`src/rtl/sprite_commit_sched.sv`:
```
// Sprite register write queue that commits batches to the engine on vblank.
// Writes are held until a vblank rising edge, then drained while blanking lasts.
module sprite_commit_sched #(
    parameter int DEPTH = 4,
    parameter int AW    = 6,
    parameter int DW    = 16
) (
    input  logic                     clk,
    input  logic                     rst_n,
    input  logic                     req_valid,
    input  logic [AW-1:0]            req_addr,
    input  logic [DW-1:0]            req_data,
    output logic                     req_ready,
    input  logic                     vblank,
    input  logic                     commit_en,
    input  logic                     flush,
    input  logic                     irq_clr,
    output logic                     eng_wr_en,
    output logic [AW-1:0]            eng_wr_addr,
    output logic [DW-1:0]            eng_wr_data,
    input  logic                     eng_ready,
    output logic                     busy,
    output logic                     overflow,
    output logic                     late,
    output logic                     irq,
    output logic [$clog2(DEPTH):0]   level
);

    localparam int PW = $clog2(DEPTH);
    localparam int LW = PW + 1;
    localparam logic [LW-1:0] FULL = LW'(DEPTH);
    localparam logic [LW-1:0] ONE  = LW'(1);

    typedef enum logic [1:0] {IDLE, ARMED, DRAIN, DONE} state_t;

    state_t            state;
    state_t            state_nx;
    logic [AW+DW-1:0]  mem [DEPTH];
    logic [PW-1:0]     wptr;
    logic [PW-1:0]     rptr;
    logic [LW-1:0]     rem;
    logic              vblank_d;
    logic              vb_rise;
    logic              do_flush;
    logic              push;
    logic              pop;
    logic              last;
    logic              late_set;

    assign vb_rise   = vblank && !vblank_d;
    assign do_flush  = flush && (state == IDLE || state == ARMED);
    assign req_ready = (level != FULL);
    assign push      = req_valid && req_ready && !do_flush;
    assign eng_wr_en = (state == DRAIN);
    assign pop       = eng_wr_en && eng_ready;
    assign last      = pop && (rem == ONE);
    assign busy      = (state == DRAIN) || (state == DONE);
    assign late_set  = (state == DRAIN) && !vblank && !last;

    // The head slot is never overwritten while occupied, so a stalled
    // write presents the same address/data until the engine takes it.
    assign {eng_wr_addr, eng_wr_data} = eng_wr_en ? mem[rptr] : '0;

    always_comb begin
        state_nx = state;
        unique case (state)
            IDLE: begin
                if (!do_flush && commit_en && level != '0)
                    state_nx = ARMED;
            end
            ARMED: begin
                if (do_flush || !commit_en)
                    state_nx = IDLE;
                else if (vb_rise)
                    state_nx = DRAIN;
            end
            DRAIN: begin
                if (last)
                    state_nx = DONE;
                else if (!vblank)
                    state_nx = ARMED;
            end
            DONE: state_nx = IDLE;
            default: state_nx = IDLE;
        endcase
    end

    always_ff @(posedge clk) begin
        if (push)
            mem[wptr] <= {req_addr, req_data};
    end

    always_ff @(posedge clk or negedge rst_n) begin
        if (!rst_n) begin
            state    <= IDLE;
            vblank_d <= 1'b0;
            wptr     <= '0;
            rptr     <= '0;
            level    <= '0;
            rem      <= '0;
            irq      <= 1'b0;
            overflow <= 1'b0;
            late     <= 1'b0;
        end else begin
            state    <= state_nx;
            vblank_d <= vblank;
            if (do_flush) begin
                wptr  <= '0;
                rptr  <= '0;
                level <= '0;
            end else begin
                if (push)
                    wptr <= wptr + 1'b1;
                if (pop)
                    rptr <= rptr + 1'b1;
                if (push && !pop)
                    level <= level + 1'b1;
                else if (!push && pop)
                    level <= level - 1'b1;
            end
            // Batch size is the pre-push level; later pushes wait a frame.
            if (state == ARMED && state_nx == DRAIN)
                rem <= level;
            else if (pop)
                rem <= rem - 1'b1;
            irq      <= (state == DONE) || (irq && !irq_clr);
            overflow <= (req_valid && !req_ready) || (overflow && !irq_clr);
            late     <= late_set || (late && !irq_clr);
        end
    end

endmodule

```
`config.mk`:
```
export PLATFORM = sky130hd
export DESIGN_NAME = sprite_commit_sched
export DESIGN_NICKNAME = d
export VERILOG_FILES = /design/src/rtl/sprite_commit_sched.sv
export SDC_FILE = /design/constraint.sdc
export NUM_CORES = 1
export LEC_CHECK = 0
export CAP_MARGIN = 20
export CORE_ASPECT_RATIO = 1.5
export CORE_MARGIN = 5
export CORE_UTILIZATION = 53
export CTS_CLUSTER_DIAMETER = 150
export CTS_CLUSTER_SIZE = 40
export DETAILED_ROUTE_END_ITERATION = 7
export PLACE_DENSITY = 0.78
export SYNTH_ARGS = -nofsm -noshare
export SYNTH_HDL_FRONTEND = slang
export SYNTH_SLANG_ARGS = --single-unit
```
`constraint.sdc`:
```
create_clock -name clk -period 4.05 [get_ports clk]
set_input_delay 1.215 -clock clk [delete_from_list [all_inputs] [get_ports clk]]
set_output_delay 1.215 -clock clk [all_outputs]
set_load 0.01 [all_outputs]
```
== Word level (Yosys, flattened, before mapping) ==
Memories as Yosys holds them, arrays and structs flattened.
Index checks and enable logic that the tools add are counted.
Storage, ports and cells
  register bits after elaboration: 16
  memory bits (writable): 88
  bits of input ports: 30
  output and inout port bits: 31
  logic and storage cells: 77
  memories kept: 1
Cells by class
  add/subtract/negate cells: 5
  equal/unequal tests: 6
  mux-type cells: 18
  reduce and logical (&&, ||, !) cells: 38
Memories
  mem: words 4, width 22, read ports 1, clocked after Yosys merged registers in 0, write ports 1, line 38  | logic [AW+DW-1:0] mem [DEPTH];
Operators with widths (number)
  $mux 22: 1
  $mux 2: 9
  $logic_and 1x1->1: 17
  $mux 3: 5
  $logic_not 1->1: 9
  $pmux 2 s4: 1
  $eq 2x2->1 const B: 3
  $logic_or 1x1->1: 6
  $reduce_bool 2->1: 3
  $reduce_bool 3->1: 2
  $sub 3x1->3 const B: 2
  $add 2x1->2 const B: 2
  $add 3x1->3 const B: 1
  $eq 3x1->1 const B: 1
  $ne 3x3->1 const B: 1
  $eq 2x1->1 const B: 1
  $logic_not 2->1: 1
  $mux 1: 2

== Longest topological paths before layout ==
  word-level depth: 11
  gate-level depth with buffers: 8
  gate-level depth less buffers: 8

== Worst setup path before layout ==
Ideal clock, no wire load.
  path type: input to register
  from: in flush
  to: reg level[2]
  setup time: 0.135 ns
  arrival: 2.608 ns
  data required time: 3.915 ns
  slack: 1.307 ns
  stages: 7
  path buffers: 1
  cells stage by stage: nor2b_1 > clkbuf_1 > nor3_1 > fa_1 > nor4_4 > o21a_1 > nor3_2
Between the ends
  longest elaborated chain between the ends: 6
  elaborated cells on any way between the ends: 9
  classes of those cells: mux (2); reduce/logical (7)
RTL lines
  start: declaration: line 16  | input logic flush,
  $logic_and 1x1->1 *: line 51  | assign do_flush = flush && (state == IDLE || state == ARMED);
  $logic_not 1->1: line 53  | assign push = req_valid && req_ready && !do_flush;
  $logic_and 1x1->1: line 53
  $logic_and 1x1->1 / $logic_not 1->1 (equally long branches): line 116, 118
  $mux 3 / $logic_and 1x1->1 (equally long branches): line 116, 118
  $mux 3 / $reduce_bool 3->1 (equally long branches)
  end signal: assignment: line 117  | level <= level + 1'b1;
  end signal: assignment: line 119  | level <= level - 1'b1;
  end: declaration: line 26  | output logic [$clog2(DEPTH):0] level
Every way passes the cells marked *; elsewhere a longest branch is shown, timed or not.
A chain may end at the register's enable or synchronous reset.

== Worst setup path in the final report ==
  from: reg state[0]
  to: out eng_wr_data[13]
Between the ends
  longest elaborated chain between the ends: 2
RTL lines
  start: declaration: line 36  | state_t state;
  start signal: assignment: line 105  | state <= state_nx;
  $eq 2x2->1: line 54  | assign eng_wr_en = (state == DRAIN);
  $mux 22: line 62  | assign {eng_wr_addr, eng_wr_data} = eng_wr_en ? mem[rptr] : '0;
  end: declaration: line 20  | output logic [DW-1:0] eng_wr_data,
No other way between the ends.

==> reports/results.tsv <==
metric	value	unit
die_area	10000	um^2
ir_drop	0.391	mV
detail-route-antenna-nets	0	
dieWidth	83.5	um
report.final.slew_viol_count	0	
clock_buffer_depth	2	
synthDistinctLibCells	38	
cts_tree	built	
first_global_vias	2437	
drt-total-wl	7.55	mm
synth_top_flop_cell	sky130_fd_sc_hd__edfxtp_1	
cts.repair.resized	0	
synthesis.area_per_instance	18.1	um^2
flip_flop_and_latch_count_after_synthesis	104	
min_period	3.56	ns
drv.max_cap_violation_count	0	
worst_case_register_to_register_setup_slack	1.84	ns
rsz_0062_raised_after_global_routing	no	
port_buffers	60	
insertion_delay	0.33	ns
grt_usage	16.5	%
cp_data_arrival_time	2.34	ns
syn-instance-count	237	
critical_path_class	register to output port	
cell_area_power_density	598	nW/um^2
core_box_area	7960	um^2
critical_path_peak_fanout	23	
final_min_period_over_clock_period	87.9	%
worstMarginPinSlew	0.982	ns
yosysSeqAreaShare	70.9	%
detail_route.drc_violations	0	
fp-row-count	40	
synthesis.area	4290	um^2
critical-path-top-delay-family	simple AND/OR/NAND/NOR gates	
drt_wl_cell	18.2	um
worstPathBufferInverterCount	1	
cts.repair_timing.setup_buffer_count	0	
layout-drive-gt1-share	17.1	%
relSlewSlack	34.5	%
critPathLaunchType	register	
dieHeight	120	um
share_of_flip_flops_with_an_asynchronous_set_or_reset_after_synthesis	15.4	%
drt_iter0_drc	116	
power.static_leakage	1.80	nW
post-route-worst-setup-slack	0.492	ns
drtPass1Iterations	4	
crit_path_largest_cell_delay	0.64	ns
achievable_clock_frequency	281	MHz
floorplan.io_pins	61	
initial_utilization	54.0	%
final_nets	342	
syn-num-nets	274	
cts.sinks	104	
crit_end_category	output port	
final.setup.tns	0	ns
worst_setup_hold_path_clk_slew	0.06	ns
globalRoute.totalOverflow	0	
fillCellCount	532	
hpwlAfterDp	4.93	mm
synth-warning-count	0	
number_of_buffers_created_by_cts	9	
detail_route.vias_per_cell	5.34	
cts.hold.buffers_added	0	
timing.hold.worst.class	register to register	
ctsRootBufferMaster	sky130_fd_sc_hd__clkbuf_16	
detailedPlace.worstSlack	0.775	ns
grt_start_max_net_pins	24	
antenna_found_initial	0	
finalSetupViolCount	0	
critical-path-slowest-cell	sky130_fd_sc_hd__nand2b_1	
crit_required	2.83	ns
gpl.final_weighted_congestion	0.752	
timing_hold_violations_final	0	
critical_path.cell_chain	nand2b_1 > nor2b_1 > clkdlybuf4s50_1	
fin_worst_skew	0.00357	ns
global_route_wire_length_before_repair	12.6	mm
number_of_enable_flip_flop_cells_after_synthesis	88	
area_growth	23.8	%
outcome	finished, final reports clean	
vias	2218	
antenna-diode-count	0	
clock_tree.htree_level_count	3	
-- cell usage in the layout, fill, tap and decap left out, types with 4 or more instances in the layout --
| cell type | count |
|---|---|
| sky130_fd_sc_hd__mux4_2 | 22 |
| sky130_fd_sc_hd__clkbuf_16 | 9 |
| sky130_fd_sc_hd__clkdlybuf4s50_1 | 60 |
| sky130_fd_sc_hd__inv_1 | 9 |
| sky130_fd_sc_hd__dfrtp_1 | 15 |
| sky130_fd_sc_hd__and2_1 | 4 |
| sky130_fd_sc_hd__buf_4 | 7 |
| sky130_fd_sc_hd__ha_1 | 6 |
| sky130_fd_sc_hd__nor3_1 | 4 |
| sky130_fd_sc_hd__nor2b_1 | 24 |
| sky130_fd_sc_hd__edfxtp_1 | 88 |
| sky130_fd_sc_hd__o21ai_0 | 4 |
| sky130_fd_sc_hd__nor2_1 | 6 |
| sky130_fd_sc_hd__nand2_1 | 10 |
-- Yosys cell counts, types with 2 or more instances --
| master | count | area [um^2] |
|---|---|---|
| sky130_fd_sc_hd__o21ai_0 | 4 | 20.0 |
| sky130_fd_sc_hd__a21oi_1 | 2 | 10.0 |
| sky130_fd_sc_hd__mux4_2 | 22 | 495 |
| sky130_fd_sc_hd__buf_4 | 2 | 15.0 |
| sky130_fd_sc_hd__o21ai_1 | 2 | 10.0 |
| sky130_fd_sc_hd__nor2b_1 | 24 | 150 |
| sky130_fd_sc_hd__and2_1 | 4 | 25.0 |
| sky130_fd_sc_hd__o21a_1 | 2 | 15.0 |
| sky130_fd_sc_hd__ha_1 | 6 | 75.1 |
| sky130_fd_sc_hd__xor2_1 | 2 | 17.5 |
| sky130_fd_sc_hd__inv_1 | 9 | 33.8 |
| sky130_fd_sc_hd__nor2_1 | 6 | 22.5 |
| sky130_fd_sc_hd__nor3_2 | 2 | 20.0 |
| sky130_fd_sc_hd__nand2_1 | 10 | 37.5 |
| sky130_fd_sc_hd__buf_2 | 3 | 15.0 |
| sky130_fd_sc_hd__nor3_1 | 4 | 20.0 |
| sky130_fd_sc_hd__clkbuf_1 | 4 | 15.0 |
| sky130_fd_sc_hd__nand3b_1 | 2 | 15.0 |
| sky130_fd_sc_hd__nor3b_2 | 2 | 25.0 |
| sky130_fd_sc_hd__dfrtp_1 | 16 | 400 |
| sky130_fd_sc_hd__edfxtp_1 | 88 | 2640 |
| sky130_fd_sc_hd__xnor2_1 | 3 | 26.3 |
| sky130_fd_sc_hd__a22o_1 | 3 | 26.3 |
-- sequential cells by signal, indices dropped and copies added (netlist names) --
register / flops
mem: 88
rptr: 2
rem: 3
wptr: 2
overflow: 1
irq: 1
level: 3
vblank_d: 1
late: 1
state: 2
-- layer usage --
| metal | share of wire, % | wire [um] | vias to the layer above | global-route usage, % |
|---|---|---|---|---|
| li1 | - | - | 1035 | - |
| met1 | 39 | 2930 | 1127 | 18.6 |
| met2 | 55 | 4120 | 46 | 30.1 |
| met3 | 4.7 | 352 | 10 | 3.61 |
| met4 | 1.9 | 146 | 0 | 6.94 |
| met5 | 0 | 0 | - | 0 |
-- worst register-to-register path, delay by kind of cell (launching register included) --
kind                     cells  cell delay (ns)
flip-flops                   1             0.45
AO/OA/AOI/OAI                1             0.17
AND/OR/NAND/NOR              5             0.98
buffers and inverters        1             0.09
adder cells (fa/ha/maj)      1             0.42
-- cells by family after synthesis --
kind of cell	count (synthesis)	share of synthesized area (%)
flops	104	70.9
simple gates	61	9.15
xor+xnor	5	1.02
compound gates	17	2.88
mux	22	11.5
buf+inv	21	2.33
fa+ha+maj	7	2.21
-- per-stage QoR --
stage / power [mW] / utilization, % / cell area [um^2] / hold slack (ns) / cells
after floorplan: 2.04 / - / 4290 / 0.507 / 237
after global placement: 2.40 / 63.3 / 5040 / 0.496 / 399
after detailed placement: 2.43 / 63.3 / 5040 / 0.503 / 399
after CTS: 3.22 / 66.8 / 5320 / 0.517 / 415
after global routing: 3.35 / 66.8 / 5320 / 0.539 / 415
final: 3.18 / 66.8 / 5320 / 0.514 / 415
-- report_power, final --
group | internal, mW | switching [mW] | total, mW
clock | 0.452 | 0.342 | 0.795
combinational | 0.506 | 0.434 | 0.940
sequential | 1.34 | 0.104 | 1.45
-- final cells by class --
class	instances	area, um^2	area share [%]
clock inverters	2	13.8	0.259
multi-input cells	112	1150	21.6
well taps	105	131	2.47
repair buffers	68	673	12.7
clock buffers	14	264	4.96
flip-flops and latches	104	3040	57.2
inverters	10	40.0	0.753
-- worst paths after layout --
kind                       startpoint              end  cells past startpoint
setup reg to reg             level[2]         level[2]                      8
hold / removal               overflow         overflow                      1
hold reg to reg              overflow         overflow                      1
setup / recovery             state[0]  eng_wr_data[13]                      3
min in group asynchronous       rst_n         vblank_d                      1
max in group asynchronous       rst_n          rptr[0]                      1
No activity file was read; power rests on OpenSTA's default activity.
